===== config.mk =====
export PLATFORM = sky130hd
export DESIGN_NAME = hazard_scoreboard
export DESIGN_NICKNAME = d
export VERILOG_FILES = /design/src/rtl/hazard_scoreboard.sv
export SDC_FILE = /design/constraint.sdc
export NUM_CORES = 1
export LEC_CHECK = 0
export ABC_AREA = 1
export ABC_CLOCK_PERIOD_IN_PS = 4500
export BUFFER_PORTS_ARGS = -buffer_cell sky130_fd_sc_hd__buf_2
export CAP_MARGIN = 20
export CORE_UTILIZATION = 45
export DETAILED_ROUTE_END_ITERATION = 10
export GPL_ROUTABILITY_DRIVEN = 0
export HOLD_SLACK_MARGIN = 0.08
export PLACE_DENSITY = 0.79
export SLEW_MARGIN = 20
export SYNTH_ARGS = -nofsm -noshare
export SYNTH_HDL_FRONTEND = slang
export SYNTH_SLANG_ARGS = --single-unit

===== constraint.sdc =====
create_clock -name clk -period 4.5 [get_ports clk]
set_clock_uncertainty 0.1 [all_clocks]
set_input_delay 0.45 -clock clk [delete_from_list [all_inputs] [get_ports clk]]
set_output_delay 0.45 -clock clk [all_outputs]
set_load 0.02 [all_outputs]

===== src/rtl/hazard_scoreboard.sv =====
// Per-register countdown scoreboard for ID-stage RAW/WAW/stack stall detection with flush recovery.
// Optional macro HAZARD_SCOREBOARD_FWD_EN lets forwardable results satisfy RAW one cycle early.
module hazard_scoreboard #(
  parameter int NREG      = 4,
  parameter int REG_W     = 2,
  parameter int CW        = 2,
  parameter int STACK_LAT = 2
) (
  input  logic             clk,
  input  logic             rst_n,
  input  logic             id_valid,
  input  logic             id_src_a_used,
  input  logic [REG_W-1:0] id_src_a,
  input  logic             id_src_b_used,
  input  logic [REG_W-1:0] id_src_b,
  input  logic             id_wr_en,
  input  logic [REG_W-1:0] id_wr_reg,
  input  logic [CW-1:0]    id_wr_lat,
  input  logic             id_wr_fwd,
  input  logic             id_is_stack,
  input  logic             flush,
  output logic             stall,
  output logic [1:0]       hazard_cause,
  output logic [NREG-1:0]  busy_mask,
  output logic [15:0]      stall_count
);

  localparam int SW = $clog2(STACK_LAT + 1);

  logic [CW-1:0]    cnt_q [NREG];
  logic [CW-1:0]    cnt_d [NREG];
  logic [NREG-1:0]  fwd_q, fwd_d;
  logic [SW-1:0]    stk_q, stk_d;
  logic             rec_v_q, rec_v_d;
  logic [REG_W-1:0] rec_reg_q, rec_reg_d;
  logic [CW-1:0]    rec_p_q, rec_p_d;
  logic [15:0]      sc_q, sc_d;

  logic            active, raw, waw, stk_haz, stall_int, issue;
  logic [CW-1:0]   thr_a, thr_b;
  logic [NREG-1:0] busy;

  // Forwardable entries are readable via EX/MEM one cycle before their write.
`ifdef HAZARD_SCOREBOARD_FWD_EN
  assign thr_a = {{(CW-1){1'b0}}, fwd_q[id_src_a]};
  assign thr_b = {{(CW-1){1'b0}}, fwd_q[id_src_b]};
`else
  logic fwd_unused;
  assign fwd_unused = ^fwd_q;
  assign thr_a = '0;
  assign thr_b = '0;
`endif

  always_comb begin
    for (int r = 0; r < NREG; r++) busy[r] = (cnt_q[r] != '0);
    active    = id_valid & ~flush;
    raw       = (id_src_a_used & (cnt_q[id_src_a] > thr_a)) |
                (id_src_b_used & (cnt_q[id_src_b] > thr_b));
    waw       = id_wr_en & (cnt_q[id_wr_reg] > id_wr_lat);
    stk_haz   = id_is_stack & (stk_q != '0);
    stall_int = active & (raw | waw | stk_haz);
    issue     = active & ~stall_int;

    stall        = stall_int;
    hazard_cause = 2'b00;
    if (active) begin
      if (raw)          hazard_cause = 2'b01;
      else if (waw)     hazard_cause = 2'b10;
      else if (stk_haz) hazard_cause = 2'b11;
    end
    busy_mask   = active ? busy : '0;
    stall_count = active ? sc_q : 16'h0000;
  end

  always_comb begin
    fwd_d     = fwd_q;
    stk_d     = (stk_q != '0) ? stk_q - SW'(1) : stk_q;
    rec_v_d   = issue & id_wr_en;
    rec_reg_d = rec_reg_q;
    rec_p_d   = rec_p_q;
    sc_d      = (stall_int && sc_q != 16'hFFFF) ? sc_q + 16'd1 : sc_q;
    for (int r = 0; r < NREG; r++)
      cnt_d[r] = (cnt_q[r] != '0) ? cnt_q[r] - CW'(1) : cnt_q[r];

    // Squashed writer: hand the entry back to the older writer's timeline.
    if (flush && rec_v_q) begin
      cnt_d[rec_reg_q] = (rec_p_q > CW'(1)) ? rec_p_q - CW'(2) : '0;
      fwd_d[rec_reg_q] = 1'b0;
    end

    if (issue && id_wr_en) begin
      rec_reg_d        = id_wr_reg;
      rec_p_d          = cnt_q[id_wr_reg];
      cnt_d[id_wr_reg] = id_wr_lat;
      fwd_d[id_wr_reg] = id_wr_fwd;
    end
    if (issue && id_is_stack) stk_d = SW'(STACK_LAT);
  end

  always_ff @(posedge clk) begin
    if (!rst_n) begin
      for (int r = 0; r < NREG; r++) cnt_q[r] <= '0;
      fwd_q     <= '0;
      stk_q     <= '0;
      rec_v_q   <= 1'b0;
      rec_reg_q <= '0;
      rec_p_q   <= '0;
      sc_q      <= 16'h0000;
    end else begin
      for (int r = 0; r < NREG; r++) cnt_q[r] <= cnt_d[r];
      fwd_q     <= fwd_d;
      stk_q     <= stk_d;
      rec_v_q   <= rec_v_d;
      rec_reg_q <= rec_reg_d;
      rec_p_q   <= rec_p_d;
      sc_q      <= sc_d;
    end
  end

endmodule


-- Yosys cells after proc, flatten, opt, wreduce, memory -nomap -nowiden
Memories as Yosys holds them, arrays and structs flattened.
Index checks and enable logic that the tools add are counted.
- bits in registers: 23
- bits in writable memories: 8
- bits of input ports: 17
- output and inout bits: 23
- logic and storage cells: 83
- memories kept: 1
- add/subtract/negate cells: 7
- $lt $le $gt $ge: 8
- eq/ne operators: 1
- multiplexer cells: 27
- bitwise logic cells: 20
- reduce and logical (&&, ||, !) cells: 13
- memory list (memory ; depth ; bits a word ; read ports ; clocked after Yosys merged registers in ; write ports ; RTL line ; RTL):
    cnt_q ; 4 ; 2 ; 7 ; 0 ; 4 ; 30 ; logic [CW-1:0] cnt_q [NREG];
- operators with widths (cell ; count):
    2-bit two-way mux ; 17
    16-bit by 1-bit adder with 16-bit output, second input constant ; 1
    8-bit bitwise mux ; 2
    16-bit two-way mux ; 1
    8-bit two-way mux ; 2
    16-bit inequality test, second input constant ; 1
    2-bit nonzero test ; 6
    2-bit by 1-bit subtractor with 2-bit output, second input constant ; 5
    1-bit AND ; 8
    2-bit demux with 2-bit select ; 2
    1-bit bitwise OR ; 7
    3-bit greater-or-equal comparator, second input constant ; 2
    2-bit by 1-bit > comparator with 1-bit output, second input constant ; 3
    1-bit logical AND ; 6
    3-bit by 1-bit < comparator with 1-bit output, second input constant ; 2
    2-bit NOT with 3-bit output ; 2
    4-bit two-way mux ; 1
    1-bit NOT ; 3
    2-bit > comparator ; 1
    1-bit two-way mux ; 2
    2-bit OR reduction ; 1
    2-bit subtractor, second input constant ; 1

-- Logic depth before layout (Yosys ltp)
An unclocked memory read counts as a cell.
- depth after elaboration: 12
- mapped depth: 15
- mapped depth without buffers: 15

-- Least setup slack after synthesis
Ideal clock, no wire load.
- path type: input-to-output
- from: in id_wr_reg[0]
- to: out stall
- data arrival time: 2.179 ns
- required time: 3.950 ns
- slack: 1.771 ns
- cell stages on the path: 13
- buffers on the path: 1
- cells stage by stage: nand2_1 > nor2_1 > nor3_1 > inv_1 > ha_1 > nand2_1 > nand2_1 > o21ai_1 > inv_1 > nand3_1 > buf_2 > nand2_1 > inv_1
- cells in the longest elaborated chain, start to end: 6
- ends and longest elaborated chain (element ; RTL line ; RTL):
    start, declared ; 17 ; input logic [REG_W-1:0] id_wr_reg,
    memory 4 x 2 bit ; -- ;
    2-bit > comparator ; 59 ; waw = id_wr_en & (cnt_q[id_wr_reg] > id_wr_lat);
    1-bit AND ; 59 ;
    1-bit bitwise OR (2 in a row) ; 61 ; stall_int = active & (raw | waw | stk_haz);
    1-bit AND ; 61 ;
    end, declared ; 22 ; output logic stall,
Every way passes these cells.

==> metrics.txt <==
status=finished clean; Clock Tree Buf Depth=2; Sw Ratio=26.10%; HP Start=stk_q[0]$_SDFFE_PP0N_; most common cell after layout, fill and taps aside=nand2_1; GRT Residual Overflow=0; Hold WC Path Type=flip-flop to flip-flop; Hold Slack=338.0 ps; share of post-route cells with drive strength above 1=15.18%; combinational share of power=11.2%; Crit Path Category=primary input to flip-flop; RSZ-0062 raised after global routing=false; final hold viol count=0; Worst IR Drop VDD=0.1628 mV; Mapped Area=2138 µm²; via count=2,275; Layout area overhead=15.39%; CP Launch Type=primary input; FF+latch count, synth=31; Post-Syn Area per Cell=6.162 µm²; Power Density=261.9 nW/µm²; Synth Net Count=367; worst slew pin tran=869.4 ps; Tot GR Track Use=23.10%; hold endpoint=stk_q[0]$_SDFFE_PP0N_; largest net degree at the start of global routing=33; # setup viols final=0; met1 track demand over resource=27.50%; Pint=0.4776 mW; Buffers on Ports=38; Pins Over Slew Limit=0; fmax=326.0 MHz; Post-DP HPWL=3642 µm; critical path data arrival time=3100 ps; gr busiest metal=met2; Sum Neg Setup Slack=0 ps; # nets final=401; Post-Synthesis Cells=347; initial antenna violation count=0; number of remaining DRC errors=0; Wirelength per Cell=12.19 µm; Clk Latency, worst-skew pair=290 ps; CTS tree=done; Rows=24; met3 Track Usage GR=3.846%; R2R setup slack=1470 ps; post-CTS sizing=0; synth warn=0; Crit Path Max Fanout=14; max-cap viol count=0; Hold Buf Count CTS=0; Leak=1.156 nW; Antenna Nets Post-Route=0; register area share after synthesis=29.02%; Die Footprint=5032 µm²; clock slew at reported path FFs=70 ps; Die Width=70.94 µm; Starting DRT DRC Count=132; Worst R2R End=cnt_q[3][1]$_SDFF_PN0_; Post CTS Setup Buffer Count=0; final worst slack=1433 ps; power share of the clock group=45.4%; CTS buffer count=5; # IOs=40; first-pass GRT wire length=9204 µm; Finished Core Util=55.15%; DR pass1 iterations=6; clock root buffer=clkbuf_8; CORE AREA=4474 µm²; Post-DP Area=2350 µm²; H-Tree Depth=2; GR Layer Usage met2=40.81%; final instance area=2467 µm²; Worst Path Required=4540 ps; Netlist cell types=26; period utilization=68.16%; r2r worst-path depth=11; pre-CTS setup slack=1156 ps; vias in the first global route=2,122; slew margin rel.=41.98%; P_sw=0.1687 mW; Period minus WS final=3067 ps; Initial Utilization=47.79%; n_diodes=0; reg2reg start=cnt_q[2][1]$_SDFF_PN0_; Sequential Power Share=43.4%; hold path cells=1; WL final=5289 µm; clk sinks=31; die height=70.94 µm; most frequent cells in the layout=82 x nand2_1, 50 x nor2_1, 49 x inv_1, 38 x buf_2, 31 x dfxtp_1; nature of the critical path endpoint=flip-flop; Via density=5.242
[power by group through the flow]
stage | sequential (mW) | combinational [mW] | clock, mW
CTS | 0.280 | 0.0728 | 0.299
detailed placement | 0.287 | 0.0726 | 0
global route | 0.281 | 0.0818 | 0.313
finish | 0.280 | 0.0727 | 0.293
floorplan | 0.286 | 0.0496 | 0
global placement | 0.287 | 0.0711 | 0
[critical path, stage by stage]
cell     delay, ps
buf_2          120
nand2_1        160
nor2_1          60
nor3_1         300
inv_1           80
ha_1           300
a21oi_1        200
o21ai_1        110
nor2_2         490
nand3_1        550
nand2_1        190
a21oi_1         80
[per-stage QoR]
stage               power (mW)  cells
floorplan               0.3356    347
global placement        0.3576    426
detailed placement      0.3592    426
CTS                     0.6523    434
global route            0.6761    434
finish                  0.6463    434
[cell usage after synthesis (all sizes together)]
cell    number  area share [%]
o22ai        1            0.29
nor3         6             2.5
a21oi       25             6.0
o21ai       13             3.0
nor2        53             9.8
buf          5             1.5
a22o         1            0.41
nand3b       1            0.35
inv         50             8.8
nand2       84              15
nand3       24             6.2
ha           3             1.8
nand4       28             8.2
dfxtp       31              29
mux2i        2            0.94
xor2        12             4.9
clkbuf       8             1.4
[logic make-up after synthesis]
group,after synthesis,share of synthesized area [%]
simple gates,196,41.95
buf+inv,63,11.64
compound gates,40,9.772
flops,31,29.02
xor+xnor,12,4.915
fa+ha+maj,3,1.756
mux,2,0.9363
[flip-flops by register name (all words and copies together), names as in the netlist]
name and cells:
rec_reg_q 2, cnt_q 8, stk_q 2, rec_v_q 1
sc_q 16, rec_p_q 2
[layer usage]
metal  vias to the layer above  share of wire, %
met2                        46                49
met5                         -                 0
met4                         0               1.7
li1                       1186                 -
met3                         8               4.3
met1                      1035                45
[cell type report]
class                   instances  area, µm²
fillers                       447       2007
inverters                      50      187.7
multi-input cells             253       1271
clock buffers                   6      82.58
well taps                      52      65.06
clock inverters                 2      35.03
flip-flops and latches         31      620.6
repair buffers                 40      205.2
[how the worst max path moves through the flow]
stage / start / end / slack, ps
2_1_floorplan: id_wr_reg[0] / stall / 1770
3_3_place_gp: id_wr_reg[1] / cnt_q[0][0]$_SDFF_PN0_ / 1220
3_5_place_dp: id_wr_reg[0] / cnt_q[2][1]$_SDFF_PN0_ / 1160
4_1_cts: id_wr_reg[0] / cnt_q[3][1]$_SDFF_PN0_ / 1460
5_1_grt: id_wr_reg[1] / rec_p_q[0]$_SDFFE_PN0P_ / 1160
6_report: id_wr_reg[0] / cnt_q[3][1]$_SDFF_PN0_ / 1430
Power figures use the tool's default switching activity.
